$ cat src/rtl/decode_pkg.sv
// decode_pkg: shared constants and types for the decode stage.
//   - word/field widths and the bubble encoding
//   - FSM state encoding (S_FIRST / S_SKIP)
//   - instruction class encoding
//   - bit positions of every field within a 16-bit instruction word
// Optional feature macro used by the importers: DECODE_ILLEGAL_TRAP_EN.
package decode_pkg;

  localparam int WORD_W  = 16;
  localparam int OPC_W   = 8;
  localparam int REG_W   = 6;
  localparam int CLASS_W = 2;

  // Filler word that fetch inserts when it has nothing to offer.
  localparam logic [WORD_W-1:0] BUBBLE_WORD = 16'h0001;

  typedef enum logic {
    S_FIRST = 1'b0,  // older word starts a new instruction
    S_SKIP  = 1'b1   // older word is the already-consumed second half
  } state_e;

  typedef enum logic [CLASS_W-1:0] {
    CLASS_0    = 2'b00,
    CLASS_1    = 2'b01,
    CLASS_2    = 2'b10,
    CLASS_RSVD = 2'b11   // reserved for 16-bit encodings
  } class_e;

  // Field positions, first word (W)
  localparam int IS32_BIT = 15;
  localparam int CLS_HI   = 14;
  localparam int CLS_LO   = 13;
  // Field positions shared by both words
  localparam int OP_HI    = 12;
  localparam int OP_LO    = 9;
  localparam int RD_HI    = 8;
  localparam int RD_LO    = 6;
  localparam int RA_HI    = 5;
  localparam int RA_LO    = 3;
  localparam int RB_HI    = 2;
  localparam int RB_LO    = 0;
  // Reserved bits of the second word (X)
  localparam int RSVD_HI  = 15;
  localparam int RSVD_LO  = 13;

endpackage

$ cat src/rtl/decode_fields.sv
// decode_fields: purely combinational field extractor.
// Splits the older word (W) and the newer word (X) into opcode, register
// and immediate fields, choosing the 16-bit or 32-bit layout from W[15].
// Ports:
//   older_i    first word of the candidate instruction
//   newer_i    word following it (second half when 32-bit)
//   is32_o     W[15]
//   cls_o      W[14:13]
//   opcode_o   {op_hi,op_lo} or {4'h0,op_lo}
//   rd_o/ra_o/rb_o  {hi,lo} or {3'b0,lo}
//   imm_o      sign-extended 12-bit or 6-bit immediate
//   illegal_o  (only with DECODE_ILLEGAL_TRAP_EN) illegal encoding seen
module decode_fields
  import decode_pkg::*;
#(
  parameter int PC_WIDTH = 20
) (
  input  logic [WORD_W-1:0]   older_i,
  input  logic [WORD_W-1:0]   newer_i,
  output logic                is32_o,
  output logic [CLASS_W-1:0]  cls_o,
  output logic [OPC_W-1:0]    opcode_o,
  output logic [REG_W-1:0]    rd_o,
  output logic [REG_W-1:0]    ra_o,
  output logic [REG_W-1:0]    rb_o,
`ifdef DECODE_ILLEGAL_TRAP_EN
  output logic                illegal_o,
`endif
  output logic [PC_WIDTH-1:0] imm_o
);

  logic [3:0]  op_lo, op_hi;
  logic [2:0]  rd_lo, ra_lo, rb_lo, rd_hi, ra_hi, rb_hi;
  logic [11:0] imm12;
  logic [5:0]  imm6;

  assign op_lo = older_i[OP_HI:OP_LO];
  assign rd_lo = older_i[RD_HI:RD_LO];
  assign ra_lo = older_i[RA_HI:RA_LO];
  assign rb_lo = older_i[RB_HI:RB_LO];
  assign op_hi = newer_i[OP_HI:OP_LO];
  assign rd_hi = newer_i[RD_HI:RD_LO];
  assign ra_hi = newer_i[RA_HI:RA_LO];
  assign rb_hi = newer_i[RB_HI:RB_LO];

  assign is32_o = older_i[IS32_BIT];
  assign cls_o  = older_i[CLS_HI:CLS_LO];

  assign imm12 = {ra_hi, rb_hi, ra_lo, rb_lo};
  assign imm6  = {ra_lo, rb_lo};

  always_comb begin
    opcode_o = {4'h0, op_lo};
    rd_o     = {3'b000, rd_lo};
    ra_o     = {3'b000, ra_lo};
    rb_o     = {3'b000, rb_lo};
    imm_o    = {{(PC_WIDTH-6){imm6[5]}}, imm6};
    if (is32_o) begin
      opcode_o = {op_hi, op_lo};
      rd_o     = {rd_hi, rd_lo};
      ra_o     = {ra_hi, ra_lo};
      rb_o     = {rb_hi, rb_lo};
      imm_o    = {{(PC_WIDTH-12){imm12[11]}}, imm12};
    end
  end

`ifdef DECODE_ILLEGAL_TRAP_EN
  // 16-bit: reserved class. 32-bit: non-zero reserved bits in X.
  assign illegal_o = is32_o ? (newer_i[RSVD_HI:RSVD_LO] != 3'b000)
                            : (cls_o == CLASS_RSVD);
`else
  // Reserved bits only matter for illegal checking.
  logic unused_rsvd;
  assign unused_rsvd = ^newer_i[RSVD_HI:RSVD_LO];
`endif

endmodule

$ cat src/rtl/decode.sv
// decode: instruction decode stage directly behind fetch.
// Fetch presents a two-word window {older, newer} that slides one word per
// unstalled cycle. A 32-bit instruction is issued when its first word is
// the older word; the following cycle (its second half now older) is
// skipped. Bubble words are never issued. All outputs are registered.
// Ports:
//   clock, reset     clock and synchronous active-high reset
//   stop             freeze: all state and outputs hold
//   flush            discard in-flight decode, back to S_FIRST
//   fetch_word       {older[31:16], newer[15:0]}
//   fetch_pc         address of the older word
//   dec_*            registered decoded fields; qualify with dec_valid
//   dec_illegal      (only with DECODE_ILLEGAL_TRAP_EN) illegal encoding
//   dbg_state        current FSM state (0 = S_FIRST, 1 = S_SKIP)
// Optional macro: DECODE_ILLEGAL_TRAP_EN.
// Priority: reset > stop > flush > FSM.
module decode
  import decode_pkg::*;
#(
  parameter int PC_WIDTH   = 20,
  parameter int WORD_WIDTH = 16
) (
  input  logic                    clock,
  input  logic                    reset,
  input  logic                    stop,
  input  logic                    flush,
  input  logic [2*WORD_WIDTH-1:0] fetch_word,
  input  logic [PC_WIDTH-1:0]     fetch_pc,
  output logic                    dec_valid,
  output logic                    dec_is32,
  output logic [1:0]              dec_class,
  output logic [7:0]              dec_opcode,
  output logic [5:0]              dec_rd,
  output logic [5:0]              dec_ra,
  output logic [5:0]              dec_rb,
  output logic [PC_WIDTH-1:0]     dec_imm,
  output logic [PC_WIDTH-1:0]     dec_pc,
`ifdef DECODE_ILLEGAL_TRAP_EN
  output logic                    dec_illegal,
`endif
  output logic                    dbg_state
);

  logic [WORD_W-1:0] older, newer;
  assign older = fetch_word[2*WORD_WIDTH-1:WORD_WIDTH];
  assign newer = fetch_word[WORD_WIDTH-1:0];

  logic                f_is32;
  logic [CLASS_W-1:0]  f_cls;
  logic [OPC_W-1:0]    f_opcode;
  logic [REG_W-1:0]    f_rd, f_ra, f_rb;
  logic [PC_WIDTH-1:0] f_imm;
`ifdef DECODE_ILLEGAL_TRAP_EN
  logic                f_illegal;
`endif

  decode_fields #(.PC_WIDTH(PC_WIDTH)) u_fields (
    .older_i   (older),
    .newer_i   (newer),
    .is32_o    (f_is32),
    .cls_o     (f_cls),
    .opcode_o  (f_opcode),
    .rd_o      (f_rd),
    .ra_o      (f_ra),
    .rb_o      (f_rb),
`ifdef DECODE_ILLEGAL_TRAP_EN
    .illegal_o (f_illegal),
`endif
    .imm_o     (f_imm)
  );

  // Drop a bubble, or a 32-bit start whose second half is not yet there.
  logic drop;
  assign drop = (older == BUBBLE_WORD) || (f_is32 && (newer == BUBBLE_WORD));

  state_e              state_q;
  logic                valid_q, is32_q;
  logic [CLASS_W-1:0]  cls_q;
  logic [OPC_W-1:0]    opcode_q;
  logic [REG_W-1:0]    rd_q, ra_q, rb_q;
  logic [PC_WIDTH-1:0] imm_q, pc_q;
`ifdef DECODE_ILLEGAL_TRAP_EN
  logic                illegal_q;
`endif

  always_ff @(posedge clock) begin
    if (reset) begin
      state_q   <= S_FIRST;
      valid_q   <= 1'b0;
      is32_q    <= 1'b0;
      cls_q     <= '0;
      opcode_q  <= '0;
      rd_q      <= '0;
      ra_q      <= '0;
      rb_q      <= '0;
      imm_q     <= '0;
      pc_q      <= '0;
`ifdef DECODE_ILLEGAL_TRAP_EN
      illegal_q <= 1'b0;
`endif
    end else if (!stop) begin
      // Default: non-issuing cycle; field registers keep their values.
      valid_q   <= 1'b0;
`ifdef DECODE_ILLEGAL_TRAP_EN
      illegal_q <= 1'b0;
`endif
      if (flush) begin
        state_q <= S_FIRST;
      end else begin
        case (state_q)
          S_FIRST: begin
            if (!drop) begin
              valid_q   <= 1'b1;
              is32_q    <= f_is32;
              cls_q     <= f_cls;
              opcode_q  <= f_opcode;
              rd_q      <= f_rd;
              ra_q      <= f_ra;
              rb_q      <= f_rb;
              imm_q     <= f_imm;
              pc_q      <= fetch_pc;
`ifdef DECODE_ILLEGAL_TRAP_EN
              illegal_q <= f_illegal;
`endif
              if (f_is32) state_q <= S_SKIP;
            end
          end
          S_SKIP:  state_q <= S_FIRST;
          default: state_q <= S_FIRST;
        endcase
      end
    end
  end

  assign dec_valid   = valid_q;
  assign dec_is32    = is32_q;
  assign dec_class   = cls_q;
  assign dec_opcode  = opcode_q;
  assign dec_rd      = rd_q;
  assign dec_ra      = ra_q;
  assign dec_rb      = rb_q;
  assign dec_imm     = imm_q;
  assign dec_pc      = pc_q;
`ifdef DECODE_ILLEGAL_TRAP_EN
  assign dec_illegal = illegal_q;
`endif
  assign dbg_state   = state_q;

endmodule

$ cat config.mk
export PLATFORM = sky130hd
export DESIGN_NAME = decode
export DESIGN_NICKNAME = d
export VERILOG_FILES = /design/src/rtl/decode_pkg.sv /design/src/rtl/decode_fields.sv /design/src/rtl/decode.sv
export SDC_FILE = /design/constraint.sdc
export NUM_CORES = 1
export LEC_CHECK = 0
export CELL_PAD_IN_SITES_DETAIL_PLACEMENT = 1
export CELL_PAD_IN_SITES_GLOBAL_PLACEMENT = 1
export CORE_UTILIZATION = 32
export DETAILED_ROUTE_END_ITERATION = 16
export GPL_TIMING_DRIVEN = 0
export HOLD_SLACK_MARGIN = 0.03
export PLACE_DENSITY = 0.84
export SYNTH_ARGS = -nofsm -noshare
export SYNTH_HDL_FRONTEND = slang
export SYNTH_HIERARCHICAL = 1
export SYNTH_SLANG_ARGS = --single-unit
$ cat constraint.sdc
create_clock -name clock -period 2.3 [get_ports clock]
set_input_delay 0.575 -clock clock [delete_from_list [all_inputs] [get_ports clock]]
set_output_delay 0.575 -clock clock [all_outputs]
set_load 0.005 [all_outputs]
==> metrics.md, run 1 <==
| Metric | Value |
|---|---|
| # DRC | 0 |
| Tot Pwr | 2.82 mW |
| Fmax achieved | 452 MHz |
| Commonest non-fill, non-tap cells in the layout | 121 x clkdlybuf4s50_1, 71 x dfxtp_1, 69 x nand3_1 |
| Io pins | 127 |
| Skew final | 0.0107 ns |
| Drt wl/cell | 17.2 µm |
| # clock sinks | 71 |
| NumNets Final | 578 |
| Clock Path Buffers | 2 |
| Initial antenna violation count | 0 |
| Critical Path RT | 2.57 ns |
| Initial Utilization | 33.1% |
| Relative slew slack | 53.9% |
| CTS tree | done |
| Rows | 36 |
| Core Box Area | 9820 µm² |
| GRT Util Overall | 22.0% |
| Leak | 1.77 nW |
| Synth unique cells | 24 |
| Register area share after synthesis | 43.7% |
| Final setup viols | 0 |
| Die height | 103 µm |
| Final Hold Fails | 0 |
| Commonest non-fill, non-tap cell in the layout | clkdlybuf4s50_1 |
| R2R cell count | 5 |
| Root buffer cell | clkbuf_8 |
| GP Congestion | 0.787 |
| Worst min-delay path class | reg2reg |
| Cells after synthesis | 387 |
| DRT iter0 DRCs | 80 |
| WHS Path Cells | 2 |
| Hpwl dp | 8410 µm |
| Crit path capture type | register |
| Reg2reg setup slack | 0.63 ns |
| Pwr/cell area | 570 nW/µm² |
| Gr ovfl total | 0 |
| Status | finished clean |
| Max_cap viols | 0 |
| Total routed wirelength | 11300 µm |
| Antenna-violating nets left | 0 |
| Via count | 3335 |
| Pins over their slew limit | 0 |
| Htree depth | 3 |
| DP Worst Slack | -0.788 ns |
| Worst R2R End | dbg_state |
| Seq cells post-synth | 71 |
| Tmin final | 2.21 ns |
| CP startpoint kind | primary input |
| Crit-path max FO | 10 |
| PortBufs | 125 |
| Largest net degree at the start of global routing | 13 |
| Hold EP | dec_rb[3] |
| Synthesized net count | 443 |
| Die Span X | 103 µm |
| First-pass GRT wire length | 17800 µm |
| # diodes | 0 |
| Latest clock arrival within the worst-skew pair | 0.35 ns |
| Worst-path clk slew | 0.08 ns |
| Worst r2r src | dbg_state |
| Synth warn | 6 |
| Period Utilization, post-route | 96.2% |
| Synth Cell Area | 3250 µm² |
| Least-Margin Pin Slew | 0.691 ns |
| Vias in the first global route | 3470 |
| Maximum vdd ir drop | 0.377 mV |
| Critical path arrival | 2.49 ns |
| WS Path Type | in2reg |
| RSZ-0062 raised after global routing | true |
| TritonCTS Buffers | 9 |
| Fill cells | 1195 |
| Hold Path Origin | dec_rb[3] |
| Pre-Repair DR Iteration Count | 4 |
| Post CTS Setup Buffer Count | 0 |
| Average size of a mapped cell | 8.40 µm² |
| Layout cells sized above 1 | 20.0% |
| Die area | 10600 µm² |
| Via density | 5.06 |
| Post-route worst setup slack | 0.0884 ns |
| Layout area overhead | 52.0% |
==> report_power, final <==
part,internal [mW],total (mW),leakage [nW],switching (mW)
clock,0.524,1.01,0.0944,0.490
combinational,0.284,0.485,1.10,0.201
sequential,1.28,1.32,0.579,0.0310
==> critical path, cell delays in order <==
cell and delay (ns):
clkdlybuf4s50_1 0.43, or4_1 0.54, nor2_2 0.13, and3_1 0.16, buf_4 0.16, buf_6 0.15
buf_12 0.15, o21ai_2 0.06, a21oi_2 0.12
==> worst max path at each step <==
stage,startpoint,to
CTS,fetch_word[17],dec_opcode[6]
detailed placement,fetch_word[21],dec_opcode[6]
floorplan,fetch_word[5],dec_class[0]
global route,fetch_word[20],dec_imm[5]
finish,fetch_word[8],dec_opcode[6]
global placement,fetch_word[21],dec_class[0]
==> per-stage QoR <==
| stage | instances | util (%) | cell area [µm²] | TNS (ns) | hold WS, ns |
|---|---|---|---|---|---|
| after detailed placement | 645 | 47.6 | 4670 | -44.02 | 0.462 |
| final | 659 | 50.3 | 4940 | 0 | 0.469 |
| after global placement | 645 | 47.6 | 4670 | -39.82 | 0.455 |
| after floorplan | 387 | - | 3250 | 0 | 0.463 |
| after global routing | 659 | 50.3 | 4940 | -0.00465 | 0.486 |
| after CTS | 660 | 50.0 | 4910 | 0 | 0.473 |
==> metal layers <==
| layer | global-route usage, % | wire length [µm] | share of wire [%] |
|---|---|---|---|
| met5 | 0 | 0 | 0 |
| met1 | 28.4 | 5040 | 45 |
| met3 | 4.47 | 568 | 5.0 |
| met4 | 5.85 | 96 | 0.85 |
| met2 | 37.4 | 5600 | 50 |
==> registers in the layout, summed over array words and instances, names as in the netlist <==
signal	count
dbg_state	1
dec_class	2
dec_imm	20
dec_is32	1
dec_opcode	8
dec_pc	20
dec_ra	6
dec_rb	6
dec_rd	6
dec_valid	1
==> cells by family (layout without fill, tap and decap cells) <==
logic type	count (synthesis)	count (layout)	share of synthesized area, %
buffers and inverters	70	209	13.2
multiplexers	6	6	2.77
AND/OR/NAND/NOR	100	100	16.4
AO/OA/AOI/OAI	140	140	23.9
flip-flops	71	71	43.7
==> cell type report <==
cell class	instances	area (µm²)	area share (%)
Multi-Input combinational cell	246	1440	29.1
Sequential cell	71	1420	28.8
Clock buffer	10	138	2.78
Clock inverter	5	58.8	1.19
Tap cell	133	166	3.37
Timing Repair Buffer	125	1250	25.4
Buffer	69	467	9.44
==> synth_stat cells <==
cell	count	area share, %
nand4bb_1	1	0.35
nand2_1	2	0.23
buf_1	6	0.69
clkbuf_1	23	2.7
nor2_1	2	0.23
dfxtp_1	71	44
buf_4	32	7.4
buf_12	1	0.62
a22oi_1	1	0.23
nand3_1	70	11
nand4_1	1	0.19
nor3_1	3	0.46
and3_1	1	0.19
buf_2	5	0.77
or4_1	2	0.46
a21oi_1	60	9.2
nor4_1	3	0.58
o21ai_0	59	9.1
o21ai_2	10	2.7
nor4b_1	1	0.27
mux2_4	6	2.8
and2_1	14	2.7
buf_6	3	1.0
a21oi_2	10	2.7
==> timing repair <==
action	CTS	global route
hold buffers	0	0
gates resized for setup	23	18
pin swaps	0	0
endpoints found under the setup margin	71	71
No activity file was read; power rests on OpenSTA's default activity.
==> inputs of run 2 (changes only) <==
- ABC_AREA: not set -> 1
- CORE_ASPECT_RATIO: not set -> 1.75
- CORE_UTILIZATION: 32 -> 31
- PLACE_DENSITY: 0.84 -> 0.83
==> run 2 against run 1 <==
Synthesized cell count rose by 44%. Worst hold slack worse by 0.0024 ns. First-iteration DRC count grew 69%. Wire length rose by 7.1%. Critical endpoint is now dec_rb[3].
==> metrics.md, run 2 <==
| Metric | Value |
|---|---|
| Status | finished clean |
| Gr ovfl total | 0 |
| First-pass GRT wire length | 19500 µm |
| Synth warn | 6 |
| Leading register cell type out of synthesis | dfxtp_1 |
| Die area | 12000 µm² |
| Critical Path RT | 2.53 ns |
| Final setup viols | 0 |
| Relative slew slack | 65.2% |
| WS Path Type | in2reg |
| CP startpoint kind | primary input |
| Max_cap viols | 0 |
| Commonest non-fill, non-tap cell in the layout | nor2_1 |
| Final Hold Fails | 0 |
| Die height | 144 µm |
| Clock Path Buffers | 2 |
| Least-Margin Pin Slew | 0.523 ns |
| Synth top cells by count | 155 x nor2_1, 100 x nand2_1, 86 x inv_1, 71 x dfxtp_1, 69 x nand4_1 |
| Synth Cell Area | 3590 µm² |
| Yosys top cell by area | dfxtp_1 |
| Synthesized net count | 612 |
| Maximum vdd ir drop | 0.391 mV |
| Initial antenna violation count | 1 |
| Commonest non-fill, non-tap cells in the layout | 155 x nor2_1, 125 x clkdlybuf4s50_1, 99 x nand2_1 |
| Seq cells post-synth | 71 |
| Cell with the most instances after synthesis | nor2_1 |
| Period Utilization, post-route | 92.0% |
| Io pins | 127 |
| Pre-Repair DR Iteration Count | 4 |
| Pins over their slew limit | 0 |
| Inst Count DP | 814 |
| Post CTS Setup Buffer Count | 0 |
| Latest clock arrival within the worst-skew pair | 0.34 ns |
| TritonCTS Buffers | 9 |
| Vias in the first global route | 4186 |
| Via density | 4.71 |
| Fmax achieved | 472 MHz |
| Clock share of power | 41.3% |
| RSZ-0062 raised after global routing | false |
| Drt wl/cell | 14.6 µm |
| Rows | 51 |
| GRT Util Overall | 20.8% |
| Leak | 2.55 nW |
| Cells after synthesis | 556 |
| Sw Ratio | 26.3% |
| Final core occ | 47.6% |
| Worst min-delay path class | reg2reg |
| Skew final | 0.00769 ns |
| # clock sinks | 71 |
| Register area share after synthesis | 39.6% |
| Setup TNS | 0 ns |
| Htree depth | 3 |
| Slowest cell on crit path | clkdlybuf4s50_1 |
| Core Box Area | 11200 µm² |
| # DRC | 0 |
| Cells along the critical path | clkdlybuf4s50_1, inv_1, nor2_1, nand2_1, nor2_1, nand3_2, nand3_1, inv_2, buf_6, buf_4, nor2_1, nor2_1 |
| Synth async-reset ratio | 0% |
| CTS tree | done |
| Initial Utilization | 32.1% |
| Root buffer cell | clkbuf_16 |
| Slowest Stage Delay on Critical Path | 0.48 ns |
| Worst-path clk slew | 0.05 ns |
| Sw Pwr | 0.898 mW |
| Crit path capture type | register |
| Layout area overhead | 48.3% |
| Pwr/cell area | 642 nW/µm² |
| PortBufs | 126 |
| Via count | 3911 |
| WP buf/inv | 5 |
| Fill cells | 1441 |
| Average size of a mapped cell | 6.45 µm² |
| Tmin final | 2.12 ns |
| Crit-path max FO | 10 |
| Post-route worst setup slack | 0.183 ns |
| DP Worst Slack | -0.462 ns |
| Critical path arrival | 2.34 ns |
| Top delay family on crit path | buffers and inverters |
| Post-synth EDFFs | 0 |
| Internal | 2.51 mW |
| Antenna-violating nets left | 0 |
| GP Congestion | 0.752 |
| Hpwl dp | 9560 µm |
| Die Span X | 83.3 µm |
| Synth area leaders | dfxtp_1 40%, nor2_1 16%, nand4_1 12% |
| Synth unique cells | 14 |
| Total routed wirelength | 12100 µm |
| Largest net degree at the start of global routing | 14 |
| Sequential power share | 39.9% |
| Post-CTS Hold Fix Bufs | 0 |
| Yosys top cell area share | 39.6% |
| NumNets Final | 749 |
| Gate power share | 18.9% |
| Non-Filler Instances | 831 |
| Most used cell along the critical path | nor2_1 |
| Layout cells sized above 1 | 9.31% |
| DRT iter0 DRCs | 135 |
-- run 2: changes by cell type after synthesis, sizes merged, moves of 67 or more --
cell | before | now
inv | 0 | 88
a21oi | 70 | 3
nand4 | 1 | 69
nor2 | 2 | 155
o21ai | 69 | 0
nand3 | 70 | 2
nand2 | 2 | 100
-- run 2: final cells by class --
class | count | area, µm² | share of cell area (%)
Buffer | 66 | 399 | 7.50
Inverter | 88 | 330 | 6.21
Timing Repair Buffer | 126 | 1260 | 23.7
Sequential cell | 71 | 1420 | 26.7
Clock buffer | 9 | 225 | 4.23
Antenna cell | 1 | 2.50 | 0.0470
Clock inverter | 7 | 72.6 | 1.36
Tap cell | 132 | 165 | 3.10
Multi-Input combinational cell | 331 | 1440 | 27.1
-- run 2: worst register-to-register path, delay by kind of cell, from the launching register on --
kind | cells | cell delay (ns)
simple gates | 4 | 0.66
buf+inv | 2 | 0.54
flops | 1 | 0.35
-- run 2: logic make-up (layout without fill, tap and decap cells) --
family | after synthesis | count (layout) | synth area share [%]
AO/OA/AOI/OAI | 3 | 3 | 0.418
buffers and inverters | 154 | 296 | 20.3
flip-flops | 71 | 71 | 39.6
other | 0 | 1 | 0
AND/OR/NAND/NOR | 328 | 328 | 39.6
-- run 2: path summary, 6_finish.rpt --
path	startpoint	slack, ns	depth (start not counted)	end
worst min-delay path	dec_ra[0]	0.47	2	dec_ra[0]
worst max-delay path	fetch_word[0]	0.18	12	dec_rb[3]
worst min register to register	dec_ra[0]	0.47	2	dec_ra[0]
worst max register to register	dbg_state	0.64	6	dec_rb[0]
-- run 2: layer usage --
layer	GRT usage (%)	vias up	routed length [µm]
met2	42.8	99	6940
li1	-	1943	-
met4	9.17	0	301
met3	5.02	17	653
met1	18.7	1852	4220
met5	0	-	0
-- run 2: timing repair --
item | 4_1_cts | 5_1_grt
gates cloned | 0 | 0
endpoints found under the setup margin | 24 | 8
endpoints found under the hold margin | 0 | 0
resized for setup | 2 | 1
-- run 2: metrics by stage --
step	hold WS [ns]	cell area, µm²	power (mW)
after floorplan	0.447	3590	1.67
after global placement	0.445	5010	2.01
after detailed placement	0.459	5010	2.04
after CTS	0.474	5320	3.46
after global routing	0.508	5320	3.57
final	0.467	5320	3.41
-- run 2: power by group through the flow --
stage / registers (mW) / clock network (mW) / logic (mW)
2_1_floorplan: 1.39 / 0 / 0.285
3_3_place_gp: 1.38 / 0 / 0.625
3_5_place_dp: 1.39 / 0 / 0.648
4_1_cts: 1.36 / 1.44 / 0.654
5_1_grt: 1.37 / 1.49 / 0.711
6_report: 1.36 / 1.41 / 0.643
